### src/rtl/la_pkg.sv
// Shared state/mode types and register offsets for the logic-analyzer capture controller.
package la_pkg;

    typedef enum logic [2:0] {
        IDLE             = 3'd0,
        MOVE_TO_POSITION = 3'd1,
        IN_POSITION      = 3'd2,
        CAPTURING        = 3'd3,
        CAPTURED         = 3'd4
    } state_t;

    typedef enum logic [1:0] {
        SINGLE_SHOT = 2'd0,
        INCREMENTAL = 2'd1,
        IMMEDIATE   = 2'd2
    } trig_mode_t;

    localparam logic [15:0] REG_STATE     = 16'd0;
    localparam logic [15:0] REG_TRIG_MODE = 16'd1;
    localparam logic [15:0] REG_TRIG_LOC  = 16'd2;
    localparam logic [15:0] REG_START     = 16'd3;
    localparam logic [15:0] REG_STOP      = 16'd4;
    localparam logic [15:0] REG_READ_PTR  = 16'd5;
    localparam logic [15:0] REG_WRITE_PTR = 16'd6;
    localparam logic [15:0] REG_COUNT     = 16'd7;

endpackage

### src/rtl/la_bus_regfile.sv
// Daisy-chain bus slice: registered pass-through, 7-register window decode,
// config storage and rising-edge start/stop request pulses.
module la_bus_regfile
    import la_pkg::*;
#(
    parameter int BASE_ADDR = 0,
    parameter int ADDR_W    = 10
) (
    input  logic              clk,
    input  logic              rst_n,
    input  logic [15:0]       addr_i,
    input  logic [15:0]       wdata_i,
    input  logic [15:0]       rdata_i,
    input  logic              rw_i,
    input  logic              valid_i,
    output logic [15:0]       addr_o,
    output logic [15:0]       wdata_o,
    output logic [15:0]       rdata_o,
    output logic              rw_o,
    output logic              valid_o,
    input  state_t            state_i,
    input  logic [ADDR_W-1:0] read_ptr_i,
    input  logic [ADDR_W-1:0] write_ptr_i,
    output trig_mode_t        trig_mode_o,
    output logic [ADDR_W-1:0] trig_loc_o,
    output logic              start_o,
    output logic              stop_o
);

    localparam logic [15:0] BASE    = 16'(BASE_ADDR);
    localparam logic [15:0] LOC_MAX = 16'((1 << ADDR_W) - 1);

    logic [16:0]       diff;
    logic [15:0]       offset;
    logic              hit;
    logic              wr_hit;
    logic              cfg_open;
    logic [15:0]       reg_rdata;
    logic [15:0]       rdata_d;
    trig_mode_t        mode_q, mode_d;
    logic [ADDR_W-1:0] loc_q, loc_d;
    logic              req_start_q, req_start_d;
    logic              req_stop_q, req_stop_d;
    logic [15:0]       addr_q, wdata_q, rdata_q;
    logic              rw_q, valid_q;

    function automatic trig_mode_t decode_mode(input logic [1:0] v);
        return (v == 2'd3) ? SINGLE_SHOT : trig_mode_t'(v);
    endfunction

    function automatic logic [ADDR_W-1:0] sat_loc(input logic [15:0] v);
        return (v > LOC_MAX) ? LOC_MAX[ADDR_W-1:0] : v[ADDR_W-1:0];
    endfunction

    // 17-bit difference keeps the window check correct for any BASE_ADDR
    assign diff   = {1'b0, addr_i} - {1'b0, BASE};
    assign offset = diff[15:0];
    assign hit    = valid_i && !diff[16] && (offset < REG_COUNT);
    assign wr_hit = hit && rw_i;

    always_comb begin
        cfg_open    = (state_i == IDLE) || (state_i == CAPTURED);
        mode_d      = mode_q;
        loc_d       = loc_q;
        req_start_d = req_start_q;
        req_stop_d  = req_stop_q;
        start_o     = 1'b0;
        stop_o      = 1'b0;
        if (wr_hit) begin
            case (offset)
                REG_TRIG_MODE: if (cfg_open) mode_d = decode_mode(wdata_i[1:0]);
                REG_TRIG_LOC:  if (cfg_open) loc_d = sat_loc(wdata_i);
                REG_START: begin
                    start_o     = wdata_i[0] && !req_start_q;
                    req_start_d = wdata_i[0];
                end
                REG_STOP: begin
                    stop_o     = wdata_i[0] && !req_stop_q;
                    req_stop_d = wdata_i[0];
                end
                default: ;
            endcase
        end
    end

    always_comb begin
        reg_rdata = 16'd0;
        case (offset)
            REG_STATE:     reg_rdata = {13'd0, state_i};
            REG_TRIG_MODE: reg_rdata = {14'd0, mode_q};
            REG_TRIG_LOC:  reg_rdata = 16'(loc_q);
            REG_START:     reg_rdata = {15'd0, req_start_q};
            REG_STOP:      reg_rdata = {15'd0, req_stop_q};
            REG_READ_PTR:  reg_rdata = 16'(read_ptr_i);
            REG_WRITE_PTR: reg_rdata = 16'(write_ptr_i);
            default:       reg_rdata = 16'd0;
        endcase
        rdata_d = (hit && !rw_i) ? reg_rdata : rdata_i;
    end

    always_ff @(posedge clk or negedge rst_n) begin
        if (!rst_n) begin
            addr_q      <= '0;
            wdata_q     <= '0;
            rdata_q     <= '0;
            rw_q        <= 1'b0;
            valid_q     <= 1'b0;
            mode_q      <= SINGLE_SHOT;
            loc_q       <= '0;
            req_start_q <= 1'b0;
            req_stop_q  <= 1'b0;
        end else begin
            addr_q      <= addr_i;
            wdata_q     <= wdata_i;
            rdata_q     <= rdata_d;
            rw_q        <= rw_i;
            valid_q     <= valid_i;
            mode_q      <= mode_d;
            loc_q       <= loc_d;
            req_start_q <= req_start_d;
            req_stop_q  <= req_stop_d;
        end
    end

    assign addr_o      = addr_q;
    assign wdata_o     = wdata_q;
    assign rdata_o     = rdata_q;
    assign rw_o        = rw_q;
    assign valid_o     = valid_q;
    assign trig_mode_o = mode_q;
    assign trig_loc_o  = loc_q;

endmodule

### src/rtl/la_capture_controller.sv
// Capture sequencer: single-shot with circular pre-trigger buffer, incremental
// and immediate captures, driving the sample-memory write port.
module la_capture_controller
    import la_pkg::*;
#(
    parameter int BASE_ADDR    = 0,
    parameter int SAMPLE_DEPTH = 1024,
    parameter int ADDR_W       = $clog2(SAMPLE_DEPTH)
) (
    input  logic              clk,
    input  logic              rst_n,
    input  logic              trig_i,
    input  logic [15:0]       addr_i,
    input  logic [15:0]       wdata_i,
    input  logic [15:0]       rdata_i,
    input  logic              rw_i,
    input  logic              valid_i,
    output logic [15:0]       addr_o,
    output logic [15:0]       wdata_o,
    output logic [15:0]       rdata_o,
    output logic              rw_o,
    output logic              valid_o,
    output logic [2:0]        state_o,
    output logic [ADDR_W-1:0] bram_addr_o,
    output logic              bram_we_o
);

    state_t            state_q, state_d;
    logic [ADDR_W-1:0] wp_q, wp_d, rp_q, rp_d;
    logic [ADDR_W-1:0] wp_inc;
    trig_mode_t        mode;
    logic [ADDR_W-1:0] loc;
    logic              start, stop, we;

    la_bus_regfile #(
        .BASE_ADDR (BASE_ADDR),
        .ADDR_W    (ADDR_W)
    ) u_regs (
        .clk         (clk),
        .rst_n       (rst_n),
        .addr_i      (addr_i),
        .wdata_i     (wdata_i),
        .rdata_i     (rdata_i),
        .rw_i        (rw_i),
        .valid_i     (valid_i),
        .addr_o      (addr_o),
        .wdata_o     (wdata_o),
        .rdata_o     (rdata_o),
        .rw_o        (rw_o),
        .valid_o     (valid_o),
        .state_i     (state_q),
        .read_ptr_i  (rp_q),
        .write_ptr_i (wp_q),
        .trig_mode_o (mode),
        .trig_loc_o  (loc),
        .start_o     (start),
        .stop_o      (stop)
    );

    assign wp_inc = wp_q + ADDR_W'(1);

    // Write enable follows the registered state only, so a stop takes effect the cycle after it
    always_comb begin
        we = 1'b0;
        case (state_q)
            MOVE_TO_POSITION, IN_POSITION: we = 1'b1;
            CAPTURING:                     we = (mode == INCREMENTAL) ? trig_i : 1'b1;
            default:                       we = 1'b0;
        endcase
    end

    always_comb begin
        state_d = state_q;
        wp_d    = wp_q;
        rp_d    = rp_q;
        if (stop) begin
            state_d = IDLE;
            wp_d    = '0;
            rp_d    = '0;
        end else begin
            case (state_q)
                IDLE, CAPTURED: begin
                    if (start) begin
                        wp_d = '0;
                        rp_d = '0;
                        if (mode != SINGLE_SHOT)
                            state_d = CAPTURING;
                        else if (loc != '0)
                            state_d = MOVE_TO_POSITION;
                        else
                            state_d = IN_POSITION;
                    end
                end
                MOVE_TO_POSITION: begin
                    wp_d = wp_inc;
                    if (wp_inc == loc)
                        state_d = IN_POSITION;
                end
                IN_POSITION: begin
                    // read_pointer holds on the trigger write so the oldest sample stays trigger_loc behind it
                    wp_d = wp_inc;
                    if (trig_i)
                        state_d = (wp_inc == rp_q) ? CAPTURED : CAPTURING;
                    else
                        rp_d = rp_q + ADDR_W'(1);
                end
                CAPTURING: begin
                    if (we) begin
                        wp_d = wp_inc;
                        if (wp_inc == rp_q)
                            state_d = CAPTURED;
                    end
                end
                default: state_d = IDLE;
            endcase
        end
    end

    always_ff @(posedge clk or negedge rst_n) begin
        if (!rst_n) begin
            state_q <= IDLE;
            wp_q    <= '0;
            rp_q    <= '0;
        end else begin
            state_q <= state_d;
            wp_q    <= wp_d;
            rp_q    <= rp_d;
        end
    end

    assign state_o     = state_q;
    assign bram_addr_o = wp_q;
    assign bram_we_o   = we;

endmodule

### config.mk
export PLATFORM = sky130hd
export DESIGN_NAME = la_capture_controller
export DESIGN_NICKNAME = d
export VERILOG_FILES = /design/src/rtl/la_pkg.sv /design/src/rtl/la_bus_regfile.sv /design/src/rtl/la_capture_controller.sv
export SDC_FILE = /design/constraint.sdc
export NUM_CORES = 1
export LEC_CHECK = 0
export CAP_MARGIN = 0
export CORE_ASPECT_RATIO = 0.75
export CORE_MARGIN = 2
export CORE_UTILIZATION = 34
export DETAILED_ROUTE_END_ITERATION = 16
export GPL_TIMING_DRIVEN = 0
export PLACE_DENSITY = 0.58
export SETUP_SLACK_MARGIN = 0.4
export SKIP_CTS_REPAIR_TIMING = 1
export SYNTH_ARGS = -nofsm -noshare
export SYNTH_HDL_FRONTEND = slang
export SYNTH_HIERARCHICAL = 1
export SYNTH_SLANG_ARGS = --single-unit
### constraint.sdc
create_clock -name clk -period 2.44 [get_ports clk]
set_input_delay 0.732 -clock clk [delete_from_list [all_inputs] [get_ports clk]]
set_output_delay 0.732 -clock clk [all_outputs]
set_load 0.03 [all_outputs]
==> impl_metrics.tcl <==
set metrics [dict create \
    layout-drive-gt1-share_pct 23.59 \
    tightest_slew_ns 1.186 \
    fin_crit_ns 3.547 \
    max_freq_mhz 282.0 \
    wire_per_inst_um 17.32 \
    rows 35 \
    die_w_um 134.2 \
    p_int_mw 2.630 \
    cp_top_family "simple AND/OR/NAND/NOR gates" \
    violations "negative setup slack" \
    cp_max_fo 5 \
    grt_antenna_before_repair 0 \
    path_class "input port to flip-flop" \
    timing.hold.ws_ns 0.3093 \
    synthCells 408 \
    via_per_inst 5.165 \
    pwr-share-seq_pct 42.7 \
    power.share.clock_pct 38.9 \
    power_frac_comb_pct 18.4 \
    hold_viol_final 0 \
    vias 3791 \
    place_congestion 0.8768 \
    p_leak_nw 3.558 \
    clock_sinks 87 \
    crit_arrival_ns 3.82 \
    io_pins 117 \
    top_usage_layer "met2" \
    start_kind "input port" \
    dpl.hpwl_um 8900 \
    cp_data_required_time_ns 2.71 \
    synthArstFlopShare_pct 100.0 \
    drc 0 \
    grt_util_met3_pct 5.455 \
    drtAntennaViolNets 0 \
    synth_edf_count 0 \
    grt_pass1_vias 3704 \
    maxSlewViolCount 0 \
    fillers 1097 \
    final.setup.worst_slack_ns -1.107 \
    maxCapViolations 0 \
    yosysUniqueCellTypes 68 \
    p_per_area_nw_per_um2 528.9 \
    layout_common_cells "dfrtp_1 (87), dlymetal6s2s_1 (72), clkdlybuf4s50_1 (37), nand2_1 (26), inv_1 (24)" \
    rsz0062_at_grt "true" \
    diodes 0 \
    synthesis.area_sq_um 4322 \
    synth_nets 463 \
    slew_headroom_pct 20.24 \
    hp-class "input port to asynchronous set/reset pin" \
    clock_skew_ns 0.007962 \
    die_y_um 101.6 \
    clkTransAtPathRegs_ns 0.07 \
    max-vdd-ir-drop_uv 345.0 \
    drtIter0Drc 205 \
    syn_to_final_growth_pct 57.76 \
    place_inst 691 \
    worstSkewPairLatency_ns 0.34 \
    io_buffer_count 116 \
    final.setup.tns_ns -22.58 \
    grtUsageMet2_pct 27.63 \
    routed_wirelength_um 12710 \
    switchingPower_uw 975.2 \
    crit_buf_inv 3 \
    crit_path_top_delay_cell "or4_4" \
    yosysWarningCount 6 \
    root_buffer "clkbuf_16" \
    finalSetupViolCount 48 \
    clockBufferDepth 2 \
    status "finished with violations" \
    cts_buffers 9 \
    first_pass_iters 5 \
    synth-seq-cells 87 \
    grt_overflow 0 \
    tritoncts "done" \
    die-area_sq_um 13640 \
    core_region_area_sq_um 12350 \
    final_cell_count_no_fill 734 \
    nets 618 \
    slowest_delay_ns 0.56 \
    synth_ff_type "dfrtp_1" \
    final_common_cell "dfrtp_1" \
    grt_max_degree 61 \
    start_util_pct 34.99 \
    ctsHtreeMaxLevel 3 \
    grt_use_met1_pct 26.39 \
    track_usage_pct 18.50 \
    worst_setup_path_end_kind "flip-flop" \
    avgSynthCellArea_sq_um 10.59 \
    ys_seq_area_share_pct 50.38 \
    grt_pass1_wl_um 19620 \
    swShare_pct 27.05 \
    cp_cell_sequence "buf_6 > or4_4 > or3_4 > buf_8 > or2_4 > nor3_4 > buf_6 > nor3b_4 > a32o_2 > or2_4 > or4b_4 > a21oi_2" \
    period_share_pct 145.4 \
]
layout make-up:
type	instances	area (sq um)	area share, %
clock inverters	6	66.31	0.9727
well taps	166	207.7	3.046
repair buffers	144	1639	24.04
multi-input cells	279	2227	32.67
flip-flops and latches	87	2177	31.93
plain buffers	18	171.4	2.514
inverters	24	90.09	1.321
clock buffers	10	239.0	3.505
cell usage after synthesis (2+ instances only):
cell type	n	area, sq um
o41ai_1	3	26.28
ha_1	2	25.02
o31ai_1	6	45.04
buf_2	7	35.03
nor2b_1	7	43.79
nand3b_1	2	15.01
o211ai_1	2	15.01
or4bb_1	2	22.52
o221ai_1	3	26.28
a31oi_1	3	18.77
xor2_1	9	78.83
o21ai_0	41	205.2
nor3b_1	5	37.54
a21oi_1	7	35.03
dfrtp_1	87	2177
and2b_1	2	15.01
inv_1	24	90.09
or3_1	5	31.28
nor3_1	9	45.04
or4_1	2	15.01
xnor2_1	8	70.07
nand2_1	27	101.4
buf_4	4	30.03
nor4_1	7	43.79
nand2b_1	3	18.77
clkbuf_1	4	15.01
mux2i_1	20	200.2
or2_2	2	12.51
or4b_2	2	20.02
and2_2	2	15.01
nor2_1	29	108.9
nand4_1	2	12.51
xnor3_1	3	67.56
and3b_1	2	17.52
nand3_1	9	45.04
or4_4	2	22.52
mux2_2	10	112.6
and3_1	7	43.79
buf_6	2	22.52
a222oi_1	7	70.07
sequential cells by signal, indices dropped and copies added (netlist names), 2 cells and up:
name	count
u_regs/wdata_o	16
u_regs/trig_mode_o	2
u_regs/rdata_o	16
u_regs/addr_o	16
rp_q	10
state_o	3
bram_addr_o	10
u_regs/trig_loc_o	10
worst register-to-register path: cells and delay by family, from the launching register on:
family                   cells  cell delay [ns]
XOR/XNOR                     1             0.19
flip-flops                   1             0.54
adder cells (fa/ha/maj)      1             0.20
AND/OR/NAND/NOR              4             1.25
AO/OA/AOI/OAI                2             0.41
buffers and inverters        1             0.19
kinds of logic after synthesis:
family,synth area share (%)
AO/OA/AOI/OAI,13.96
XOR/XNOR,5.385
adder cells (fa/ha/maj),0.5789
buffers and inverters,4.545
flip-flops,50.38
multiplexers,7.238
AND/OR/NAND/NOR,17.92
final timing paths:
check | slack [ns] | cells past startpoint | startpoint | to
worst min-delay path | 0.31 | 1 | rst_n | u_regs/rdata_o[14]
worst max-delay path | -1.11 | 12 | addr_i[14] | state_o[2]
min in group clk | 0.49 | 1 | addr_i[14] | u_regs/addr_o[14]
worst min register to register | 0.59 | 2 | u_regs/req_start_q | u_regs/req_start_q
max in group asynchronous | 1.50 | 2 | rst_n | u_regs/trig_mode_o[1]
worst max register to register | -0.41 | 9 | bram_addr_o[0] | state_o[2]
power by group through the flow:
stage / clock [mW] / combinational [mW] / sequential [mW]
6_report: 1.40 / 0.662 / 1.54
3_3_place_gp: 0 / 0.561 / 1.57
4_1_cts: 1.45 / 0.572 / 1.54
2_1_floorplan: 0 / 0.162 / 1.68
5_1_grt: 1.51 / 0.709 / 1.55
3_5_place_dp: 0 / 0.569 / 1.57
stage by stage:
step | area, sq um | power (mW) | utilization (%) | worst slack (ns)
after detailed placement | 5769 | 2.140 | 46.72 | -1.740
after global routing | 6818 | 3.772 | 55.21 | -1.133
final | 6818 | 3.606 | 55.21 | -1.107
after global placement | 5744 | 2.131 | 46.51 | -2.582
after CTS | 6075 | 3.566 | 49.19 | -1.410
after floorplan | 4375 | 1.839 | - | -1.095
layer usage:
metal  vias to the layer above  part of all wire (%)
li1                       1799                     -
met1                      1827                    47
met2                       154                    44
met3                        11                   8.4
met4                         0                  0.74
met5                         -                     0
No activity file was read; power rests on OpenSTA's default activity.
